--- config.mk ---
export PLATFORM = sky130hd
export DESIGN_NAME = imem_dump_tx
export DESIGN_NICKNAME = d
export VERILOG_FILES = /design/src/rtl/imem_dump_tx.sv
export SDC_FILE = /design/constraint.sdc
export NUM_CORES = 1
export LEC_CHECK = 0
export ABC_CLOCK_PERIOD_IN_PS = 7300
export CORE_UTILIZATION = 42
export CTS_CLUSTER_SIZE = 16
export DETAILED_ROUTE_END_ITERATION = 8
export GPL_TIMING_DRIVEN = 0
export MAX_ROUTING_LAYER = met4
export PLACE_DENSITY = 0.68
export SLEW_MARGIN = 10
export SYNTH_ARGS = -nofsm -noshare
export SYNTH_HDL_FRONTEND = slang
export SYNTH_SLANG_ARGS = --single-unit
--- constraint.sdc ---
create_clock -name clk -period 7.3 [get_ports clk]
set_input_delay 1.095 -clock clk [delete_from_list [all_inputs] [get_ports clk]]
set_output_delay 1.095 -clock clk [all_outputs]
set_load 0.01 [all_outputs]
--- src/rtl/imem_dump_tx.sv ---
// imem_dump_tx: streams a range of instruction-memory words out as bytes
// (MSB first) and follows them with a two's-complement checksum byte.
//
// Ports:
//   clk, reset        clock, synchronous active-low reset
//   start             one-cycle dump request (sampled in IDLE only)
//   base_addr         byte address of first word (low 2 bits ignored)
//   word_count        words to dump, 0 allowed
//   busy / done       activity flag / one-cycle completion pulse
//   mem_rd_en         read strobe, mem_rdata valid one cycle later
//   mem_addr          word-aligned byte address (always addr_q)
//   mem_rdata         {RAM[a], RAM[a+1], RAM[a+2], RAM[a+3]}
//   tx_valid/ready    byte handshake
//   tx_data           byte payload
//   tx_last           marks the checksum byte
module imem_dump_tx #(
  parameter int ADDR_W = 8,
  parameter int CNT_W  = 7
) (
  input  logic              clk,
  input  logic              reset,
  input  logic              start,
  input  logic [ADDR_W-1:0] base_addr,
  input  logic [CNT_W-1:0]  word_count,
  output logic              busy,
  output logic              done,
  output logic              mem_rd_en,
  output logic [ADDR_W-1:0] mem_addr,
  input  logic [31:0]       mem_rdata,
  output logic              tx_valid,
  input  logic              tx_ready,
  output logic [7:0]        tx_data,
  output logic              tx_last
);

  typedef enum logic [2:0] {
    S_IDLE,
    S_RD,
    S_WT,
    S_TX,
    S_CSUM,
    S_DONE
  } state_t;

  state_t            state_q;
  state_t            state_d;
  logic [ADDR_W-1:0] addr_q;
  logic [CNT_W-1:0]  rem_q;
  logic [7:0]        csum_q;
  logic [31:0]       word_q;
  logic [1:0]        byte_idx;
  logic [7:0]        tx_byte;
  logic              hs;
  logic              word_end;
  logic              cnt_zero;

  assign hs       = tx_valid & tx_ready;
  assign word_end = (state_q == S_TX) & hs
                  & (byte_idx == 2'd3);
  assign cnt_zero = (word_count == '0);
  assign mem_addr = addr_q;

  // MSB-first byte select
  always_comb begin
    tx_byte = 8'h00;
    unique case (byte_idx)
      2'd0: tx_byte = word_q[31:24];
      2'd1: tx_byte = word_q[23:16];
      2'd2: tx_byte = word_q[15:8];
      2'd3: tx_byte = word_q[7:0];
      default: tx_byte = 8'h00;
    endcase
  end

  // State register
  always_ff @(posedge clk) begin
    if (!reset) state_q <= S_IDLE;
    else        state_q <= state_d;
  end

  // Next-state logic
  always_comb begin
    state_d = state_q;
    unique case (state_q)
      S_IDLE: begin
        if (start)
          state_d = cnt_zero ? S_CSUM : S_RD;
      end
      S_RD: state_d = S_WT;
      S_WT: state_d = S_TX;
      S_TX: begin
        if (word_end)
          state_d = (rem_q == CNT_W'(1))
                  ? S_CSUM : S_RD;
      end
      S_CSUM: begin
        if (hs) state_d = S_DONE;
      end
      S_DONE: state_d = S_IDLE;
      default: state_d = S_IDLE;
    endcase
  end

  // Output decode
  always_comb begin
    busy      = 1'b0;
    done      = 1'b0;
    mem_rd_en = 1'b0;
    tx_valid  = 1'b0;
    tx_data   = 8'h00;
    tx_last   = 1'b0;
    unique case (state_q)
      S_IDLE: ;
      S_RD: begin
        busy      = 1'b1;
        mem_rd_en = 1'b1;
      end
      S_WT: busy = 1'b1;
      S_TX: begin
        busy     = 1'b1;
        tx_valid = 1'b1;
        tx_data  = tx_byte;
      end
      S_CSUM: begin
        busy     = 1'b1;
        tx_valid = 1'b1;
        tx_last  = 1'b1;
        tx_data  = (~csum_q) + 8'd1;
      end
      S_DONE: done = 1'b1;
      default: ;
    endcase
  end

  // Datapath: only moves on handshakes so the
  // presented byte holds steady under backpressure.
  always_ff @(posedge clk) begin
    if (!reset) begin
      addr_q   <= '0;
      rem_q    <= '0;
      csum_q   <= '0;
      word_q   <= '0;
      byte_idx <= '0;
    end else begin
      unique case (state_q)
        S_IDLE: begin
          if (start) begin
            csum_q <= '0;
            if (!cnt_zero) begin
              addr_q <= base_addr & ~ADDR_W'(3);
              rem_q  <= word_count;
            end
          end
        end
        S_WT: begin
          word_q   <= mem_rdata;
          byte_idx <= '0;
        end
        S_TX: begin
          if (hs) begin
            csum_q   <= csum_q + tx_byte;
            byte_idx <= byte_idx + 2'd1;
            if (byte_idx == 2'd3) begin
              addr_q <= addr_q + ADDR_W'(4);
              rem_q  <= rem_q - CNT_W'(1);
            end
          end
        end
        default: ;
      endcase
    end
  end

endmodule

==> results of run 1 <==
metal layers:
layer / GRT usage [%] / routed length, um
met1: 29.75 / 4110
met2: 38.01 / 4427
met3: 5.025 / 437
met4: 5.820 / 59
met5: - / 0
tightest hold or removal path, stage by stage (launching register included):
cell,delay (ns)
dfxtp_1,0.31
nand2_1,0.05
a21oi_1,0.05
placed cells by master (no fill, tap or decap), types with 3 or more instances in the layout:
master,instances
a21oi_1,64
a222oi_1,8
a22oi_1,3
a31oi_1,3
buf_2,7
clkbuf_1,20
clkbuf_8,10
clkdlybuf4s50_1,66
dfxtp_1,58
ha_1,15
inv_1,14
nand2_1,102
nand3_1,11
nand3b_1,3
nor2_1,29
nor3_1,9
nor3b_1,3
o211ai_1,5
o21ai_0,13
o31ai_1,5
o32ai_1,4
xnor2_1,7
xor2_1,3
cells in the mapped netlist, drive strengths merged, types with 4 or more instances:
library cell and count:
nor3 10, buf 15, o31ai 5, nand3 11, a21oi 66, xnor2 7, o32ai 4, a222oi 8
o211ai 5, ha 15, inv 15, clkbuf 19, nor2 30, nand2 102, o21ai 14, dfxtp 58
kinds of logic after synthesis:
logic type,Yosys count,share of synthesized area (%)
flip-flops,58,34.80
AND/OR/NAND/NOR,181,25.12
AO/OA/AOI/OAI,125,23.70
adder cells (fa/ha/maj),16,6.224
XOR/XNOR,10,2.625
other,1,0.1124
buffers and inverters,49,7.424
path summary, 6_finish.rpt:
kind	endpoint	slack, ns	cells after the start
max	tx_data[1]	3.54	8
min	word_q[19]	0.45	2
min reg2reg	word_q[19]	0.45	2
max reg2reg	csum_q[6]	4.34	14
through the flow:
step	instances	setup WS, ns	total power (uW)	utilization [%]
after floorplan	441	4.661	497.9	-
after global placement	609	3.960	573.0	53.71
after detailed placement	609	3.861	577.6	53.71
after CTS	625	3.501	905.4	56.56
after global routing	625	3.369	949.0	56.56
final	625	3.536	901.8	56.56
layout make-up:
type	instances	area share, %
Clock inverter	5	1.784
Clock buffer	11	3.252
Timing Repair Buffer	66	15.19
Multi-Input combinational cell	334	44.43
Sequential cell	58	26.70
Inverter	15	1.295
Buffer	34	4.403
Tap cell	102	2.935
flip-flops by register name, summed over array words and instances, names as in the netlist:
name / flops
csum_q: 8
byte_idx: 2
state_q: 3
mem_addr: 6
rem_q: 7
word_q: 32
power by group:
group	total [uW]	internal, uW	switching, uW
registers	359	342	17.3
logic	213	95.6	117
clock network	330	200	130
total	902	638	264
==> results.cfg, run 1 <==
[timing]
slew_headroom_pct = 56.03
drv_slew = 0
timing.hold.ws_ns = 0.4544
period_share_pct = 51.56
finalHoldViolCount = 0
rsz0062_at_grt = no
min_period_ns = 3.764
finalSetupTns_ns = 0
tightest_slew_ns = 0.6595
fmax_mhz = 265.7
clock_skew_ns = 0.01004
setup_viol = 0

[global_routing]
grt_util_all_layers_pct = 23.44
grt_pass1_wl_um = 15080
antenna_found_initial = 0
gr-total-overflow = 0
grt_pass1_vias = 3190
grt_max_degree = 11

[floorplan]
die_w_um = 91.14
rows = 32
coreArea_um2 = 7687
initial_core_util_pct = 43.41
chipHeight_um = 91.14
die_area_um2 = 8306
ios = 72

[power_and_ir_drop]
p_leak_uw = 0.001594
max-vdd-ir-drop_uv = 139.7
power.density_nw_per_um2 = 207.4

[logic_synthesis]
synth_flop_cell = dfxtp_1
yosysTopAreaCell = dfxtp_1
syn_area_per_cell_um2 = 7.584
mappedNetlistArea_um2 = 3337
ys_seq_area_share_pct = 34.80
syn_inst = 440
synth_warnings = 0
synth_top_area_share_pct = 34.80
ys_ff_latch = 58
netlist-cell-type-count = 63
ys_top_cells_by_area = dfxtp_1, nand2_1, a21oi_1
synthArstFlopShare_pct = 0
synth-edff-count = 0

[clock_network]
cts_setup_buffers = 0
cts_sinks = 58
clock-root-buffer = clkbuf_8
htree_levels = 3
worstSkewPairLatency_ns = 0.34
cts_made_buffers = 9
path_clk_slew_ns = 0.07
cts_tree = built
cts_resized = 0
postCtsHoldBufs = 0
clk_path_buf_depth = 2

[setup_path]
crit_buf_inv = 4
worstSetupStartpoint = byte_idx[1]
cp-end-kind = primary output
crit_path_start_kind = flip-flop
worstPathCellList = inv_1 -> ha_1 -> clkbuf_1 -> a222oi_1 -> a21oi_1 -> inv_1 -> o21ai_0 -> clkdlybuf4s50_1
crit_type = reg -> out
cp.required_ns = 6.20
path_delay_family = buffers and inverters
cp_max_fo = 8
cp.arrival_ns = 2.67
crit_path_top_delay_cell = clkdlybuf4s50_1
crit_top_cell = inv_1
crit_path_max_incr_delay_ns = 0.58
rr_startpoint = byte_idx[0]

[detailed_routing]
wl_per_cell_um = 14.46
routed_wl_um = 9035
vias = 3412
avgViaCountPerCell = 5.459
drtPass1Iterations = 7
drc = 1
first_iter_violations = 232
final_antenna_net_count = 0

[finish]
n_antenna_cell = 0
multi_input_area_um2 = 1932
stdcell_area_um2 = 4348
syn2layout_area_growth_pct = 30.30
nFillCells = 753
register_area_um2 = 1161
nets = 585
drive_gt1_share_pct = 7.457

[placed_design]
gp_congestion = 0.8567
place_area_um2 = 4129
placement.io_buffers = 66
dpl.hpwl_um = 6750

[min_path]
worstHoldPathType = reg -> reg
hp-start = word_q[19]

[flow_run]
cap_violations = 0

[outcome]
status = finished, violations left
violations = DRC
No activity file was read; power rests on OpenSTA's default activity.
==> run 2: changes to the inputs <==
Settings changed: ABC_CLOCK_PERIOD_IN_PS 7300 to 3500.
Clock period 7.3 ns to 3.5 ns, I/O delays scaled along.
==> results of run 2 <==
Same layout as run 1 (identical final DEF). Status: finished, violations left: DRC.
Main changes from that run: setup slack after placement 3.861 ns -> 0.5649 ns; setup slack after layout 3.536 ns -> 0.3064 ns; register-to-register setup slack 4.34 ns -> 0.54 ns; total power 901.8 uW -> 1881 uW; worst IR drop on VDD 139.7 uV -> 291.3 uV
==> run 3: changes to the inputs <==
Settings changed: ABC_CLOCK_PERIOD_IN_PS 3500 to 2700, PLACE_DENSITY 0.68 to 0.71.
Clock period 3.5 ns to 2.7 ns, I/O delays scaled along.
==> results.cfg, run 3 (synthesized netlist as in run 1, its figures left out) <==
[outcome]
status = finished clean

[finish]
reg_top3 = word_q x32, csum_q x8, rem_q x7
layout_common_cells = nand2_1, a21oi_1, clkdlybuf4s50_1, dfxtp_1, nor2_1
register_area_um2 = 1164
final_common_cell = nand2_1
multi_input_area_um2 = 2006
largest_reg_flops = 32
syn2layout_area_growth_pct = 34.68
n_antenna_cell = 0
nets = 588
nFillCells = 725
top_register = word_q
drive_gt1_share_pct = 12.93
stdcell_area_um2 = 4494

[global_routing]
antenna_found_initial = 0
grt_util_all_layers_pct = 23.75
grt_pass1_vias = 3246
grt_max_degree = 20
gr-total-overflow = 0
grt_pass1_wl_um = 15270

[clock_network]
cts_sinks = 58
cts_tree = built
worstSkewPairLatency_ns = 0.34
clock-root-buffer = clkbuf_8
cts_made_buffers = 9
path_clk_slew_ns = 0.07
clk_path_buf_depth = 2
postCtsHoldBufs = 0
htree_levels = 3

[detailed_routing]
routed_wl_um = 9609
first_iter_violations = 192
drc = 0
vias = 3488
drtPass1Iterations = 5
final_antenna_net_count = 0
avgViaCountPerCell = 5.554
wl_per_cell_um = 15.30

[setup_path]
reg2reg_depth = 12
cp-end-kind = primary output
rr_startpoint = byte_idx[0]
crit_buf_inv = 3
crit_path_top_delay_cell = clkdlybuf4s50_1
path_delay_family = buffers and inverters
cp.required_ns = 2.30
worstPathCellList = inv_1 -> ha_2 -> a222oi_1 -> a21oi_1 -> inv_1 -> o21ai_1 -> clkdlybuf4s50_1
crit_type = reg -> out
r2r_end = csum_q[4]
crit_path_start_kind = flip-flop
crit_top_cell = inv_1
crit_path_max_incr_delay_ns = 0.57
cp.arrival_ns = 2.29
cp_max_fo = 8
crit_path_end = tx_data[1]
worstSetupStartpoint = byte_idx[0]
cp.depth = 7
rrSetupSlack_ns = 0.03

[power_and_ir_drop]
p_leak_uw = 0.001674
p_seq_share_pct = 37.6
p_int_uw = 1834
p_comb_share_pct = 23.1
power.density_nw_per_um2 = 575.1
max-vdd-ir-drop_uv = 323.6
switchingPower_uw = 750.0
p_clk_share_pct = 39.3
netSwitchingFraction_pct = 29.02

[placed_design]
placement.io_buffers = 66
gp_congestion = 0.8736
place_area_um2 = 4129
dpl.hpwl_um = 6662

[timing]
min_period_ns = 2.696
setup_viol = 0
clock_skew_ns = 0.007768
rsz0062_at_grt = yes
slew_headroom_pct = 60.73
tightest_slew_ns = 0.5890
finalSetupTns_ns = 0
drv_slew = 0
finalHoldViolCount = 0
fmax_mhz = 370.9
period_share_pct = 99.87

[floorplan]
ios = 72
coreArea_um2 = 7687
chipHeight_um = 91.14
die_area_um2 = 8306
rows = 32
initial_core_util_pct = 43.41
die_w_um = 91.14

[flow_run]
cap_violations = 0

[min_path]
worstHoldPathType = in -> reg
hold_depth = 3
[run 3: worst min path at each step]
stage                     from    endpoint  slack, ns
floorplan           word_q[10]  word_q[10]       0.44
global placement    word_q[17]  word_q[17]       0.44
detailed placement  word_q[27]  word_q[27]       0.45
CTS                      reset    rem_q[0]       0.38
global route             reset    rem_q[0]       0.39
finish                   reset    rem_q[0]       0.39
[run 3: area by class of cell]
class	instances	area share (%)
inverters	15	1.253
flip-flops and latches	58	25.89
clock inverters	4	2.199
well taps	102	2.840
clock buffers	12	3.229
repair buffers	73	15.73
plain buffers	30	4.232
multi-input cells	334	44.63
[run 3: repair_timing]
item / CTS / global route
gates resized for setup: 19 / 17
cloned: 0 / 1
setup buffers: 3 / 3
pin swaps: 11 / 7
endpoints found under the setup margin: 11 / 9
endpoints found under the hold margin: 0 / 0
[run 3: power groups by stage]
stage	Clock, uW	Combinational, uW	Sequential, uW
detailed placement	0	571	989
finish	1020	597	972
global route	1060	654	980
global placement	0	561	987
floorplan	0	364	982
CTS	1010	579	970
[run 3: through the flow]
step | hold WS [ns] | power, uW | util, % | setup slack, ns | instances
final | 0.3862 | 2584 | 58.46 | 0.003511 | 628
after global routing | 0.3877 | 2692 | 58.46 | -0.07983 | 628
after CTS | 0.3757 | 2563 | 57.29 | 0.0004714 | 625
after detailed placement | 0.4490 | 1559 | 53.71 | -0.2638 | 609
after global placement | 0.4435 | 1547 | 53.71 | -0.1939 | 609
after floorplan | 0.4357 | 1346 | - | 0.06101 | 441
[run 3: metal layers]
| metal | wire length, um | vias to the layer above | share of wire (%) | GRT usage, % |
|---|---|---|---|---|
| met1 | 4397 | 1653 | 46 | 29.43 |
| met5 | 0 | - | 0 | - |
| met2 | 4495 | 120 | 47 | 38.38 |
| met3 | 535 | 16 | 5.6 | 5.360 |
| li1 | - | 1699 | - | - |
| met4 | 180 | 0 | 1.9 | 7.540 |
[run 3: worst register-to-register path, delay by kind of cell (launching register included)]
kind	cells	cell delay [ns]
adder cells (fa/ha/maj)	3	0.60
flip-flops	1	0.34
AO/OA/AOI/OAI	4	0.98
buffers and inverters	2	0.20
AND/OR/NAND/NOR	3	0.43
